--- config.mk ---
export PLATFORM = sky130hd
export DESIGN_NAME = req_arbiter_8
export DESIGN_NICKNAME = d
export VERILOG_FILES = /design/src/rtl/req_arbiter_8.sv
export SDC_FILE = /design/constraint.sdc
export NUM_CORES = 1
export LEC_CHECK = 0
export ABC_AREA = 1
export CAP_MARGIN = 0
export CORE_ASPECT_RATIO = 0.6
export CORE_UTILIZATION = 40
export CTS_CLUSTER_SIZE = 12
export DETAILED_ROUTE_END_ITERATION = 12
export GPL_TIMING_DRIVEN = 0
export PLACE_DENSITY = 0.65
export SYNTH_ARGS = -nofsm -noshare
export SYNTH_HDL_FRONTEND = slang
export SYNTH_SLANG_ARGS = --single-unit
--- constraint.sdc ---
create_clock -name clk -period 2.7 [get_ports clk]
set_clock_uncertainty 0.1 [all_clocks]
set_input_delay 0.405 -clock clk [delete_from_list [all_inputs] [get_ports clk]]
set_output_delay 0.405 -clock clk [all_outputs]
set_load 0.02 [all_outputs]
--- src/rtl/req_arbiter_8.sv ---
// Eight-requester arbiter for one shared resource: fixed (bit 7 highest) or
// round-robin selection, grant held until release or MAX_HOLD expiry.
module req_arbiter_8 #(
  parameter int unsigned MAX_HOLD = 16
) (
  input  logic       clk,
  input  logic       rst,
  input  logic [7:0] req,
  input  logic       rr_mode,
  output logic [7:0] grant,
  output logic [2:0] grant_idx,
  output logic       grant_valid,
  output logic       timeout
);

  typedef enum logic [1:0] {IDLE, BUSY, GAP} state_t;

  localparam logic [7:0] HOLD_LIM = 8'(MAX_HOLD);

  state_t     state, state_nx;
  logic [7:0] hold_cnt, hold_nx;
  logic [2:0] last, last_nx;
  logic [2:0] win;
  logic [7:0] grant_nx;
  logic [2:0] idx_nx;
  logic       valid_nx;
  logic       tmo_nx;

  // Highest set index wins; later loop iterations override earlier ones.
  function automatic logic [2:0] pick_fixed(input logic [7:0] r);
    logic [2:0] w;
    w = 3'd0;
    for (int i = 0; i < 8; i++)
      if (r[i]) w = 3'(i);
    return w;
  endfunction

  // Walk from last (lowest priority) up to last-1 (highest) so the
  // highest-priority set bit is written last.
  function automatic logic [2:0] pick_rr(input logic [7:0] r, input logic [2:0] l);
    logic [2:0] w;
    logic [2:0] c;
    w = 3'd0;
    for (int i = 8; i >= 1; i--) begin
      c = l - 3'(i);
      if (r[c]) w = c;
    end
    return w;
  endfunction

  function automatic logic [7:0] sat_inc(input logic [7:0] v);
    return (v == 8'hFF) ? v : v + 8'd1;
  endfunction

  always_comb begin
    state_nx = state;
    hold_nx  = hold_cnt;
    last_nx  = last;
    grant_nx = grant;
    idx_nx   = grant_idx;
    valid_nx = grant_valid;
    tmo_nx   = 1'b0;
    win      = rr_mode ? pick_rr(req, last) : pick_fixed(req);
    case (state)
      IDLE: begin
        if (req != 8'd0) begin
          grant_nx = 8'd1 << win;
          idx_nx   = win;
          valid_nx = 1'b1;
          hold_nx  = 8'd1;
          last_nx  = win;
          state_nx = BUSY;
        end
      end
      BUSY: begin
        if (!req[grant_idx] || (MAX_HOLD != 0 && hold_cnt == HOLD_LIM)) begin
          grant_nx = 8'd0;
          idx_nx   = 3'd0;
          valid_nx = 1'b0;
          tmo_nx   = req[grant_idx];
          state_nx = GAP;
        end else begin
          hold_nx = sat_inc(hold_cnt);
        end
      end
      GAP:     state_nx = IDLE;
      default: state_nx = IDLE;
    endcase
  end

  always_ff @(posedge clk) begin
    if (rst) begin
      state       <= IDLE;
      hold_cnt    <= 8'd0;
      last        <= 3'd0;
      grant       <= 8'd0;
      grant_idx   <= 3'd0;
      grant_valid <= 1'b0;
      timeout     <= 1'b0;
    end else begin
      state       <= state_nx;
      hold_cnt    <= hold_nx;
      last        <= last_nx;
      grant       <= grant_nx;
      grant_idx   <= idx_nx;
      grant_valid <= valid_nx;
      timeout     <= tmo_nx;
    end
  end

endmodule

==> results of run 1 <==
-- how the worst min path moves through the flow --
| stage | startpoint | end | slack (ns) | depth (start not counted) |
|---|---|---|---|---|
| finish | grant[4] | grant[4] | 0.37 | 2 |
| floorplan | state[0] | state[1] | 0.35 | 2 |
| detailed placement | grant[5] | grant[5] | 0.36 | 2 |
| global placement | grant[0] | grant[0] | 0.36 | 2 |
| CTS | grant[5] | grant[5] | 0.37 | 2 |
| global route | grant[0] | grant[0] | 0.39 | 2 |
-- flip-flops by register name (all words and copies together) (netlist names) --
name	cells
grant	8
hold_cnt	8
grant_idx	3
last	3
state	2
grant_valid	1
timeout	1
-- cell usage after synthesis --
cell type  number
nand2_1        78
nand3_1        34
a21oi_1        32
inv_1          32
dfxtp_1        26
nand3_2        15
nor2_1         15
nand2_2        14
inv_2          11
nor3_1          6
o21ai_0         6
ha_1            4
a211oi_1        3
buf_6           3
clkbuf_1        3
a31oi_1         2
nand4_1         2
a21boi_4        1
a21oi_2         1
a21oi_4         1
and3_1          1
buf_2           1
clkinv_2        1
nand3b_1        1
nor2_2          1
nor2_4          1
nor3_4          1
nor3b_1         1
nor4_2          1
o211ai_4        1
o21a_1          1
xnor2_1         1
xor2_1          1
xor2_2          1
-- layer usage --
metal	share of wire	wire length, um	GRT usage	up-vias
met4	0.0024	12	0.0198	0
met1	0.53	2690	0.321	894
met3	0.086	435	0.0569	2
met2	0.38	1930	0.283	73
li1	-	-	-	1053
met5	0	0	0	-
-- repair_timing --
item                       in CTS  in global routing
buffers inserted                0                  5
setup endpoints to repair       0                 14
gates resized for setup         0                  8
-- critical path, delay by kind of cell, from the launching register on --
family / cells / cell delay (ns)
compound gates: 3 / 0.46
fa+ha+maj: 1 / 0.24
buf+inv: 4 / 0.51
flops: 1 / 0.34
simple gates: 9 / 0.80
-- metrics by stage --
| step | hold slack, ns | utilization | setup WS, ns |
|---|---|---|---|
| after detailed placement | 0.359 | 0.490 | 0.0787 |
| after floorplan | 0.349 | - | 0.458 |
| after global placement | 0.356 | 0.490 | 0.0801 |
| after CTS | 0.374 | 0.506 | 0.0522 |
| final | 0.373 | 0.517 | 0.179 |
| after global routing | 0.387 | 0.517 | -0.00136 |
-- power breakdown --
part           switching (uW)  leakage [uW]  internal [uW]
Combinational            1210      0.000853            682
Clock                     130     0.0000357            199
Sequential               61.1      0.000213            467
Total                    1400       0.00110           1350
-- area by class of cell --
| type | count | share of cell area |
|---|---|---|
| multi-input cells | 226 | 0.519 |
| flip-flops and latches | 26 | 0.217 |
| well taps | 63 | 0.0327 |
| plain buffers | 7 | 0.0234 |
| clock inverters | 1 | 0.0125 |
| clock buffers | 3 | 0.0171 |
| inverters | 44 | 0.0711 |
| repair buffers | 27 | 0.107 |
-- cells by family after synthesis --
family	count (synthesis)	share of synthesized area
AO/OA/AOI/OAI	48	0.150
XOR/XNOR	3	0.0170
adder cells (fa/ha/maj)	4	0.0252
buffers and inverters	51	0.109
flip-flops	26	0.262
AND/OR/NAND/NOR	171	0.437
==> summary.txt, run 1 <==
Die
  • Die Height: 56.6 um
  • Chip width: 93.0 um
  • Die Area: 5260 um2
  • FP Rows: 19
  • IO Count: 24
  • Core Footprint: 4660 um2
  • Starting density of the core: 0.426

Cells and area
  • Share of cells above drive strength 1: 0.198
  • FF/Latch Area: 523 um2
  • Antenna diode instance count: 0
  • Most common cell after layout, fill and taps aside: nand2_1
  • Most frequent cells in the layout: 78 x nand2_1, 34 x nand3_1, 32 x inv_1
  • Layout Nets: 350
  • Final std cells w/o fill: 397
  • Final Instance Area: 2410 um2
  • # fillers: 454
  • Synthesis-to-finish area growth: 21.4%
  • Multi-input gate area: 1250 um2

Placement
  • DPL Wire Length: 4.07 mm
  • Port Buf Inserts: 22
  • Placement Cell Area: 2280 um2
  • Placed cells: 388
  • Placer Congestion: 0.880

CTS
  • Inserted Clock Buffers: 3
  • # clock sinks: 26
  • Reg clk slew, reported paths: 0.10 ns
  • CTS tree: built
  • CTS Root Cell: clkbuf_8
  • Hold buffers post-CTS: 0
  • CTS H-tree depth: 1
  • Clock Path Buffers: 2
  • Skew-Pair Late Insertion Delay: 0.28 ns

Detailed routing
  • Post-DRT Antenna Nets: 0
  • Avg WL per Cell: 12.8 um
  • Initial DRC Count: 101
  • First drt pass iteration count: 5
  • Vias per cell: 5.09
  • Via count: 2022
  • DRC violations left: 0
  • Post-Route WL: 5.07 mm

STA
  • Final Setup Violations: 0
  • Min Tclk post-route: 2.52 ns
  • Fmax: 397 MHz
  • Relative slew margins: 0.701
  • Slew at the pin closest to its max-slew limit: 0.448 ns
  • Final Slew Violations: 0
  • Period utilisation layout: 0.934
  • Final Hold Viols: 0
  • Setup_tns: 0 ns

Global routing
  • Vias in the first global route: 1750
  • Total track usage: 0.205
  • Grt total ovfl: 0
  • Antenna violations before repair: 0
  • First-pass GRT wire length: 8.48 mm
  • Largest net degree at the start of global routing: 16

Worst setup path
  • Kind of end point of the critical path: flop
  • Setup slack, reg-to-reg: 0.18 ns
  • Crit start category: flop
  • Critical path's slowest cell: dfxtp_2
  • Crit path max fanout: 8
  • CP arrival: 2.64 ns
  • CP Capture Point: grant[5]
  • Cell Chain, Critical Path: buf_8 > inv_4 > ha_1 > buf_4 > inv_4 > nand3_1 > nand3_1 > nand2_1 > a21oi_1 > nand3_1 > nand2_1 > nand2_1 > nand2_1 > nand2_2 > a21oi_2 > nand3_1 > a21oi_1
  • R2R Path Start: last[1]
  • CP max stage delay: 0.34 ns
  • FF-to-FF path depth: 17
  • CP Data Required Time: 2.82 ns
  • R2R Path End: grant[5]
  • Crit Path Class: flop to flop
  • Crit. Startpoint: last[1]

Power and ir drop
  • Pwr/cell area: 1140 nW/um2
  • Leak: 0.00110 uW
  • Power, Total: 2750 uW
  • Worst vdd ir: 0.000418 V

Logic synthesis
  • Synth top area share: 0.262
  • Syn Inst Count: 303
  • Synth warn: 0
  • Seq cells post-synth: 26
  • Largest cells by area after synthesis: dfxtp_1 26%, nand2_1 15%, nand3_1 8.6%
  • Mean Syn Cell Area: 6.55 um2
  • Sequential element share of the synthesized area: 0.262
  • Syn Nets: 318
  • Cell variety after synth: 34
  • Synth area leader: dfxtp_1
  • Mapped Area: 1990 um2

Outcome
  • Status: complete, no violations

Flow run
  • Number of max-cap violations: 0

Hold path
  • Hold Crit Class: flop to flop
(Power assumes the default switching activity.)
==> run 2: changes to the inputs <==
- CAP_MARGIN: 0 -> 25
- CORE_UTILIZATION: 40 -> 55
- PLACE_DENSITY: 0.65 -> 0.83
- SKIP_LAST_GASP: not set -> 1
==> summary.txt, run 2 (synthesis gave the netlist of run 1 again) <==
Outcome
  • Status: complete, no violations

Detailed routing
  • Post-Route WL: 5.19 mm
  • Vias per cell: 5.61
  • Initial DRC Count: 169
  • First drt pass iteration count: 5
  • Via count: 2120
  • Post-DRT Antenna Nets: 0
  • DRC violations left: 0
  • Avg WL per Cell: 13.7 um

Cells and area
  • Top flop regs: grant x8, hold_cnt x8
  • Final Instance Area: 2390 um2
  • Most common cell after layout, fill and taps aside: nand2_1
  • Synthesis-to-finish area growth: 20.4%
  • Most frequent cells in the layout: 78 x nand2_1, 34 x nand3_1, 32 x inv_1, 32 x a21oi_1, 24 x dfxtp_1
  • Layout Nets: 349
  • # fillers: 281
  • Share of cells above drive strength 1: 0.192
  • Antenna diode instance count: 0

Worst setup path
  • R2R Path Start: last[1]
  • Kind of end point of the critical path: flop
  • Crit. Startpoint: last[1]
  • CP Data Required Time: 2.75 ns
  • CP arrival: 2.57 ns
  • Crit Path Class: flop to flop
  • Crit start category: flop
  • Crit path max fanout: 8
  • Setup slack, reg-to-reg: 0.18 ns

Placement
  • DPL Wire Length: 3.96 mm
  • Port Buf Inserts: 22
  • Placement Cell Area: 2260 um2
  • Placer Congestion: 0.922
  • DP Worst Slack: 0.0518 ns

Global routing
  • Vias in the first global route: 1782
  • First-pass GRT wire length: 8.76 mm
  • Antenna violations before repair: 0
  • Grt total ovfl: 0
  • Total track usage: 0.293
  • Largest net degree at the start of global routing: 16

Die
  • IO Count: 24
  • Chip width: 79.6 um
  • Die Height: 48.5 um
  • FP Rows: 16
  • Core Footprint: 3340 um2
  • Die Area: 3860 um2
  • Starting density of the core: 0.594

STA
  • Fmax: 396 MHz
  • Final Hold Viols: 0
  • Final Slew Violations: 0
  • Period utilisation layout: 0.934
  • Setup WS post-layout: 0.178 ns
  • Final Setup Violations: 0
  • Setup_tns: 0 ns
  • Relative slew margins: 0.688
  • RSZ-0062 raised after global routing: no
  • Slew at the pin closest to its max-slew limit: 0.468 ns
  • Min Tclk post-route: 2.52 ns

CTS
  • CTS H-tree depth: 1
  • Clock Path Buffers: 2
  • Hold buffers post-CTS: 0
  • Reg clk slew, reported paths: 0.09 ns
  • # clock sinks: 26
  • Inserted Clock Buffers: 3
  • CTS tree: built
  • CTS Root Cell: clkbuf_8
  • Skew-Pair Late Insertion Delay: 0.28 ns

Power and ir drop
  • Worst vdd ir: 0.000755 V
  • Pwr/cell area: 1170 nW/um2
  • Leak: 0.00110 uW

Flow run
  • Number of max-cap violations: 0

Hold path
  • Min-delay src: grant[1]
  • Hold Crit Class: flop to flop
run 2: cell types whose count changed in the layout (fill, tap and decap cells not counted), sizes merged:
cell  delta
buf      -1
run 2: layout make-up:
class | count | area, um2 | area share
flip-flops and latches | 26 | 523 | 0.219
multi-input cells | 226 | 1260 | 0.525
plain buffers | 7 | 60.1 | 0.0251
repair buffers | 26 | 250 | 0.105
well taps | 45 | 56.3 | 0.0235
clock inverters | 1 | 30.0 | 0.0126
clock buffers | 3 | 41.3 | 0.0173
inverters | 44 | 174 | 0.0727
run 2: metrics by stage:
step                      hold WS [ns]  power [uW]   util  instances
after global placement           0.352        2300  0.677        370
after detailed placement         0.357        2330  0.677        370
final                            0.369        2790  0.715        378
after global routing             0.392        3030  0.715        378
after floorplan                  0.349        1910      -        303
after CTS                        0.371        2670  0.698        374
run 2: what timing repair did:
action	CTS	global route
endpoints found under the setup margin	0	14
hold endpoints to repair	0	0
setup buffers	0	4
resized for setup	0	10
run 2: path summary, 6_finish.rpt:
path | cells past startpoint | end
setup / recovery | 18 | last[1]
hold / removal | 2 | grant[1]
setup reg to reg | 18 | last[1]
hold reg to reg | 2 | grant[1]
run 2: metal layers:
metal / GRT usage / up-vias / part of all wire
met5: 0 / - / 0
met4: 0.0394 / 0 / 0.0092
met3: 0.0623 / 13 / 0.097
met2: 0.393 / 101 / 0.38
met1: 0.476 / 947 / 0.51
li1: - / 1059 / -
run 2: where the power goes:
group	switching, uW	leakage, uW	internal (uW)
sequential	66.3	0.000213	467
combinational	1240	0.000851	689
clock	128	0.0000357	199
total	1440	0.00110	1350
run 2: worst max-delay path, cell delays in order, from the launching register on:
cell     delay, ns
dfxtp_2       0.35
buf_8         0.12
inv_6         0.05
ha_1          0.28
buf_6         0.15
inv_4         0.09
nand3_1       0.10
nand3_1       0.16
nand2_1       0.13
a21oi_1       0.13
nand3_1       0.09
nand2_1       0.06
nand2_1       0.04
nand2_1       0.06
nand2_2       0.07
nand2_1       0.08
nand2_2       0.09
nand2_1       0.14
a21oi_1       0.09
